===== src/rtl/tt_sweep_capture_pkg.sv =====
// tt_pkg: shared types and default sizing for the truth-table sweep/capture stage.
//   TT_N_IN_DEF   : default number of function inputs (vector count = 2**N_IN)
//   TT_SETTLE_DEF : default settle cycles held before each sample cycle
//   tt_state_e    : sequencer state encoding
package tt_pkg;

    localparam int unsigned TT_N_IN_DEF   = 4;
    localparam int unsigned TT_SETTLE_DEF = 2;

    typedef enum logic [1:0] {
        IDLE   = 2'd0,
        SETTLE = 2'd1,
        SAMPLE = 2'd2,
        DONE   = 2'd3
    } tt_state_e;

endpackage


===== src/rtl/tt_sweep_capture_if.sv =====
// tt_sweep_capture_if: stimulus/capture bundle between the sequencer and the
// function under test.
//   start, expected  : sweep request and expected truth table (master -> slave)
//   vec, y           : function input vector out, function output back
//   busy, done, pass : sweep status (slave -> master)
//   sig              : captured truth table
//   fail_vld/fail_idx: first-mismatch report, present only with TT_FAIL_IDX_EN
// Optional feature macro: TT_FAIL_IDX_EN
interface tt_sweep_capture_if #(
    parameter int unsigned N_IN = 4
);
    localparam int unsigned NV = 2 ** N_IN;

    logic            start;
    logic [NV-1:0]   expected;
    logic [N_IN-1:0] vec;
    logic            y;
    logic            busy;
    logic            done;
    logic            pass;
    logic [NV-1:0]   sig;
`ifdef TT_FAIL_IDX_EN
    logic            fail_vld;
    logic [N_IN-1:0] fail_idx;

    modport master (
        output start, expected, y,
        input  vec, busy, done, pass, sig, fail_vld, fail_idx
    );

    modport slave (
        input  start, expected, y,
        output vec, busy, done, pass, sig, fail_vld, fail_idx
    );
`else
    modport master (
        output start, expected, y,
        input  vec, busy, done, pass, sig
    );

    modport slave (
        input  start, expected, y,
        output vec, busy, done, pass, sig
    );
`endif

endinterface


===== src/rtl/tt_sweep_capture_settle_timer.sv =====
// tt_settle_timer: counts cycles a vector has been held.
//   clk, rst_n : clock and synchronous active-low reset
//   clr        : return count to zero (has priority over en)
//   en         : advance the count by one
//   tc_c       : combinational terminal count, high when count == SETTLE-1
module tt_settle_timer #(
    parameter int unsigned SETTLE = 2
) (
    input  logic clk,
    input  logic rst_n,
    input  logic clr,
    input  logic en,
    output logic tc_c
);
    localparam int unsigned CW = (SETTLE > 1) ? $clog2(SETTLE) : 1;

    logic [CW-1:0] cnt_q;

    // Count wraps harmlessly past terminal; the sequencer clears it on every sample.
    always_ff @(posedge clk) begin
        if (!rst_n) begin
            cnt_q <= '0;
        end else if (clr) begin
            cnt_q <= '0;
        end else if (en) begin
            cnt_q <= cnt_q + CW'(1);
        end
    end

    assign tc_c = (cnt_q == CW'(SETTLE - 1));

endmodule


===== src/rtl/tt_sweep_capture.sv =====
// tt_sweep_capture: sweeps the function inputs over every vector, holds each for
// SETTLE cycles, samples y on the following cycle and builds a truth-table
// signature that is compared with an expected table latched at start.
//   clk, rst_n : clock and synchronous active-low reset
//   bus        : tt_sweep_capture_if slave (start, expected, y in;
//                vec, busy, done, pass, sig [, fail_vld, fail_idx] out)
// Optional feature macro: TT_FAIL_IDX_EN adds first-mismatch index reporting.
module tt_sweep_capture
    import tt_pkg::*;
#(
    parameter int unsigned N_IN   = TT_N_IN_DEF,
    parameter int unsigned SETTLE = TT_SETTLE_DEF
) (
    input  logic              clk,
    input  logic              rst_n,
    tt_sweep_capture_if.slave bus
);
    localparam int unsigned     NV       = 2 ** N_IN;
    localparam logic [N_IN-1:0] VEC_LAST = N_IN'(NV - 1);

    tt_state_e       state_q, state_d;
    logic [N_IN-1:0] vec_q, vec_d;
    logic [NV-1:0]   sig_q, sig_d;
    logic [NV-1:0]   exp_q, exp_d;
    logic            busy_q, busy_d;
    logic            done_q, done_d;
    logic            pass_q, pass_d;
    logic            tmr_clr_c;
    logic            tmr_en_c;
    logic            tmr_tc_c;
`ifdef TT_FAIL_IDX_EN
    logic            fail_vld_q, fail_vld_d;
    logic [N_IN-1:0] fail_idx_q, fail_idx_d;
`endif

    // Hold-time counter for the current vector.
    tt_settle_timer #(
        .SETTLE (SETTLE)
    ) u_timer (
        .clk   (clk),
        .rst_n (rst_n),
        .clr   (tmr_clr_c),
        .en    (tmr_en_c),
        .tc_c  (tmr_tc_c)
    );

    // State and registered outputs.
    always_ff @(posedge clk) begin
        if (!rst_n) begin
            state_q    <= IDLE;
            vec_q      <= '0;
            sig_q      <= '0;
            exp_q      <= '0;
            busy_q     <= 1'b0;
            done_q     <= 1'b0;
            pass_q     <= 1'b0;
`ifdef TT_FAIL_IDX_EN
            fail_vld_q <= 1'b0;
            fail_idx_q <= '0;
`endif
        end else begin
            state_q    <= state_d;
            vec_q      <= vec_d;
            sig_q      <= sig_d;
            exp_q      <= exp_d;
            busy_q     <= busy_d;
            done_q     <= done_d;
            pass_q     <= pass_d;
`ifdef TT_FAIL_IDX_EN
            fail_vld_q <= fail_vld_d;
            fail_idx_q <= fail_idx_d;
`endif
        end
    end

    // Next-state and next-output logic.
    always_comb begin
        state_d    = state_q;
        vec_d      = vec_q;
        sig_d      = sig_q;
        exp_d      = exp_q;
        busy_d     = busy_q;
        done_d     = done_q;
        pass_d     = pass_q;
        tmr_clr_c  = 1'b0;
        tmr_en_c   = 1'b0;
`ifdef TT_FAIL_IDX_EN
        fail_vld_d = fail_vld_q;
        fail_idx_d = fail_idx_q;
`endif

        case (state_q)
            IDLE, DONE: begin
                if (bus.start) begin
                    exp_d      = bus.expected;
                    vec_d      = '0;
                    sig_d      = '0;
                    done_d     = 1'b0;
                    pass_d     = 1'b0;
                    busy_d     = 1'b1;
                    tmr_clr_c  = 1'b1;
`ifdef TT_FAIL_IDX_EN
                    fail_vld_d = 1'b0;
                    fail_idx_d = '0;
`endif
                    state_d    = tt_pkg::SETTLE;
                end
            end

            tt_pkg::SETTLE: begin
                tmr_en_c = 1'b1;
                if (tmr_tc_c) begin
                    state_d = SAMPLE;
                end
            end

            SAMPLE: begin
                sig_d[vec_q] = bus.y;
`ifdef TT_FAIL_IDX_EN
                // Only the first mismatch of a sweep is reported.
                if ((bus.y != exp_q[vec_q]) && !fail_vld_q) begin
                    fail_vld_d = 1'b1;
                    fail_idx_d = vec_q;
                end
`endif
                if (vec_q == VEC_LAST) begin
                    // Compare includes the sample taken on this edge.
                    busy_d  = 1'b0;
                    done_d  = 1'b1;
                    pass_d  = (sig_d == exp_q);
                    state_d = DONE;
                end else begin
                    vec_d     = vec_q + N_IN'(1);
                    tmr_clr_c = 1'b1;
                    state_d   = tt_pkg::SETTLE;
                end
            end

            default: begin
                state_d = IDLE;
            end
        endcase
    end

    assign bus.vec  = vec_q;
    assign bus.sig  = sig_q;
    assign bus.busy = busy_q;
    assign bus.done = done_q;
    assign bus.pass = pass_q;
`ifdef TT_FAIL_IDX_EN
    assign bus.fail_vld = fail_vld_q;
    assign bus.fail_idx = fail_idx_q;
`endif

endmodule

===== src/flat_wrapper.sv =====
// flat-port wrapper written by rule: the top's interface ports become plain ports
module tt_sweep_capture_flat import tt_pkg::*;
#(
    parameter int unsigned N_IN   = TT_N_IN_DEF,
    parameter int unsigned SETTLE = TT_SETTLE_DEF
)
  (clk, rst_n, bus_start, bus_expected, bus_y, bus_vec, bus_busy, bus_done, bus_pass, bus_sig);
  tt_sweep_capture_if #(.N_IN(N_IN)) bus_i ();
  input  logic clk;
  input  logic rst_n;
  input wire logic [$bits(bus_i.start)-1:0] bus_start;
  input wire logic [$bits(bus_i.expected)-1:0] bus_expected;
  input wire logic [$bits(bus_i.y)-1:0] bus_y;
  output wire logic [$bits(bus_i.vec)-1:0] bus_vec;
  output wire logic [$bits(bus_i.busy)-1:0] bus_busy;
  output wire logic [$bits(bus_i.done)-1:0] bus_done;
  output wire logic [$bits(bus_i.pass)-1:0] bus_pass;
  output wire logic [$bits(bus_i.sig)-1:0] bus_sig;
  assign bus_i.start = bus_start;
  assign bus_i.expected = bus_expected;
  assign bus_i.y = bus_y;
  assign bus_vec = bus_i.vec;
  assign bus_busy = bus_i.busy;
  assign bus_done = bus_i.done;
  assign bus_pass = bus_i.pass;
  assign bus_sig = bus_i.sig;
  tt_sweep_capture #(.N_IN(N_IN), .SETTLE(SETTLE)) u_core (.clk(clk), .rst_n(rst_n), .bus(bus_i));
endmodule

===== config.mk =====
export PLATFORM = sky130hd
export DESIGN_NAME = tt_sweep_capture_flat
export DESIGN_NICKNAME = d
export VERILOG_FILES = /design/src/rtl/tt_sweep_capture_pkg.sv /design/src/rtl/tt_sweep_capture_if.sv /design/src/rtl/tt_sweep_capture_settle_timer.sv /design/src/rtl/tt_sweep_capture.sv /design/src/flat_wrapper.sv
export SDC_FILE = /design/constraint.sdc
export NUM_CORES = 1
export LEC_CHECK = 0
export CORE_MARGIN = 3
export CORE_UTILIZATION = 56
export CTS_CLUSTER_SIZE = 20
export DETAILED_ROUTE_END_ITERATION = 10
export PLACE_DENSITY = 0.95
export RECOVER_POWER = 25
export SLEW_MARGIN = 15
export SYNTH_ARGS = -nofsm -noshare
export SYNTH_HDL_FRONTEND = slang
export SYNTH_SLANG_ARGS = --single-unit

===== constraint.sdc =====
create_clock -name clk -period 3.76 [get_ports clk]
set_clock_uncertainty 0.1 [all_clocks]
set_input_delay 0.376 -clock clk [delete_from_list [all_inputs] [get_ports clk]]
set_output_delay 0.376 -clock clk [all_outputs]
set_load 0.02 [all_outputs]

==> qor.txt <==
Seq cells post-synth -> 42
min cycle time layout -> 2.75 ns
cells along the critical path -> inv_1, ha_1, and2_1, a21oi_1, buf_4, a21oi_1, nand4_1, xor2_1, nor2_1
drt initial violations -> 194
Primary FF master, synth -> dfxtp_1
H-tree depth -> 2
top-count cell post-synth -> nand2_1
routability cong. -> 0.912
Ys Warns -> 0
WP buf/inv -> 2
number of synthesized flops with an enable pin -> 0
HP Class -> flop to flop
vias in the first global route -> 1966
first-pass GRT wire length -> 8850 um
status -> finished, final reports clean
IO buf count -> 42
leakage power -> 1.17 nW
setup bufs post-CTS -> 0
worst-path fanout max -> 18
Seq/Total Area, Yosys -> 35.7%
cts bufs inserted -> 5
Cell Pwr Density -> 355 nW/um^2
Final Non-Filler Cells -> 369
Clock Latency Late Sink -> 0.30 ns
relative slew slack -> 51.0%
initial antenna violation count -> 0
Remaining DRCs -> 0
Placed Cells -> 361
Max Cap Viol -> 0
top cells by area, synth -> dfxtp_1 (36%), nand2_1 (7.2%), mux2i_1 (6.8%)
hold worst-path end -> u_core.exp_q[14]
Die Y -> 70.8 um
asr flop ratio synth -> 0%
Syn Std Cell Area -> 2350 sq um
Boundary Pins -> 43
Fillers -> 296
Slew @ Worst Pin -> 0.735 ns
worst reg2reg startpoint -> u_core.state_q[0]
commonest cells in the netlist -> nand2_1 (45), dfxtp_1 (42), and2_1 (19)
post-synth net total -> 316
RSZ-0062 raised after global routing -> false
kind of cell adding the most delay to the critical path -> compound AO/OA/AOI/OAI gates
CTS tree -> built
clock transition at the registers of the reported paths -> 0.08 ns
Mean Syn Cell Area -> 8.17 sq um
CTS root buf -> clkbuf_8
clk buf depth -> 2
top-area cell type share of the netlist area -> 35.7%
all-layer global routing usage -> 22.0%
Hold Crit Depth -> 2
Hold Startpoint -> u_core.exp_q[14]
Setup TNS Final -> 0 ns
Crit Reg-Reg Endpoint -> u_core.bus.vec[3]
quantity of gates resized following cts -> 0
Crit. End Element -> flop
Worst Setup Path Type -> flop to flop
max-slew violation count -> 0
FMAX -> 363 MHz
share of cells above drive strength 1 -> 3.12%
Synth Instances -> 288
final core occ -> 74.4%
slowest CP cell -> a21oi_1
Max stage delay on crit path -> 0.66 ns
CTS Hold Bufs -> 0
Starting Density -> 61.0%
worst vdd ir -> 0.000271 V
synthesis-to-finish area growth -> 21.9%
Hold Fails Final Rpt -> 0
Clock Sinks -> 42
Antenna Diode Count -> 0
reg-to-reg setup timing slack -> 1.01 ns
synth unique cells -> 34
Routed Antenna Nets -> 0
Setup violations, final -> 0
crit path launch type -> flop
via count -> 2108
largest net degree at the start of global routing -> 43
Final Cycle Share -> 73.3%
Critical Path Start -> u_core.state_q[0]
drt via density -> 5.71
wire per inst -> 14.7 um
most used cell, CP -> a21oi_1
largest area contributor in the netlist -> dfxtp_1
TritonRoute pass-1 iters -> 5
worst reg-to-reg path cell count -> 9
CP Data Arrival Time -> 2.84 ns
WP data required -> 3.84 ns
gr ovfl total -> 0
die width -> 70.8 um
nets -> 348
Std-Cell Core Area -> 3850 sq um
DP Wirelength -> 3820 um
row count -> 22
DIE AREA -> 5010 sq um
total wire length -> 5410 um
## kinds of logic after synthesis
| kind of cell | after synthesis | synth area share, % |
|---|---|---|
| buffers and inverters | 35 | 6.38 |
| muxes | 17 | 7.29 |
| adders and majority gates | 8 | 4.26 |
| AOI/OAI and AO/OA | 67 | 17.9 |
| xor gates and xnor gates | 17 | 6.33 |
| DFF | 42 | 35.7 |
| and+or+nand+nor | 102 | 22.1 |
## how the worst max path moves through the flow
stage                     depth (start not counted)                end  slack [ns]
after floorplan                                   7    u_core.bus.pass        1.70
after global placement                            8  u_core.bus.vec[3]        1.09
after detailed placement                          8  u_core.bus.vec[3]        1.01
after CTS                                         9  u_core.bus.vec[3]        1.04
after global routing                              9  u_core.bus.vec[3]        0.69
final                                             9  u_core.bus.vec[3]        1.01
## worst min-delay path, cell delays in order, from the launching register on
cell	delay, ns
dfxtp_1	0.32
nand2_1	0.05
a21boi_0	0.06
## layer usage
layer,track usage [%],up-vias,share of wire [%]
li1,-,1046,-
met1,28.1,969,44
met2,36.3,83,48
met3,4.69,10,7.2
met4,8.14,0,1.0
met5,0,-,0
## where the power goes
| part | switching [mW] | leakage, nW | internal, mW |
|---|---|---|---|
| sequential | 0.0187 | 0.341 | 0.468 |
| combinational | 0.0960 | 0.780 | 0.0762 |
| clock | 0.160 | 0.0514 | 0.198 |
| total | 0.275 | 1.17 | 0.742 |
## sequential cells by signal, summed over array words and instances, names as in the netlist
name,cells
u_core.bus.busy,1
u_core.bus.done,1
u_core.bus.pass,1
u_core.bus.sig,16
u_core.bus.vec,4
u_core.exp_q,16
u_core.state_q,2
u_core.u_timer.tc_c,1
## cell usage in the layout (no fill, tap or decap), drive strengths merged, types with 3 or more instances in the layout
cell type and count:
o21ai 14, dfxtp 42, nand3 6, dlygate4sd3 16, nand2 45, inv 16
o22ai 11, nand3b 8, nor4 4, a21boi 18, mux2i 16, nor2 7
ha 8, clkdlybuf4s50 26, nor2b 3, clkbuf 6, xnor2 12, and2 19
xor2 5, a21oi 16
## through the flow
stage          hold slack, ns  instance area, sq um  total power, mW  worst slack [ns]
5_1_grt                 0.398                  2870             1.06             0.691
3_5_place_dp            0.371                  2760            0.667              1.01
4_1_cts                 0.383                  2870             1.02              1.04
6_report                0.381                  2870             1.02              1.01
3_3_place_gp            0.363                  2760            0.659              1.09
2_1_floorplan           0.355                  2350            0.614              1.70
## area by class of cell
type | instances | area [sq um] | area share [%]
tap | 48 | 60.1 | 2.09
multi-input combinational | 211 | 1360 | 47.5
sequential | 42 | 841 | 29.3
clock buffer | 6 | 72.6 | 2.53
clock inverter | 2 | 37.5 | 1.31
inverter | 16 | 60.1 | 2.09
timing repair buffer | 44 | 435 | 15.2
Note: power is estimated with default switching activity, not from simulation.
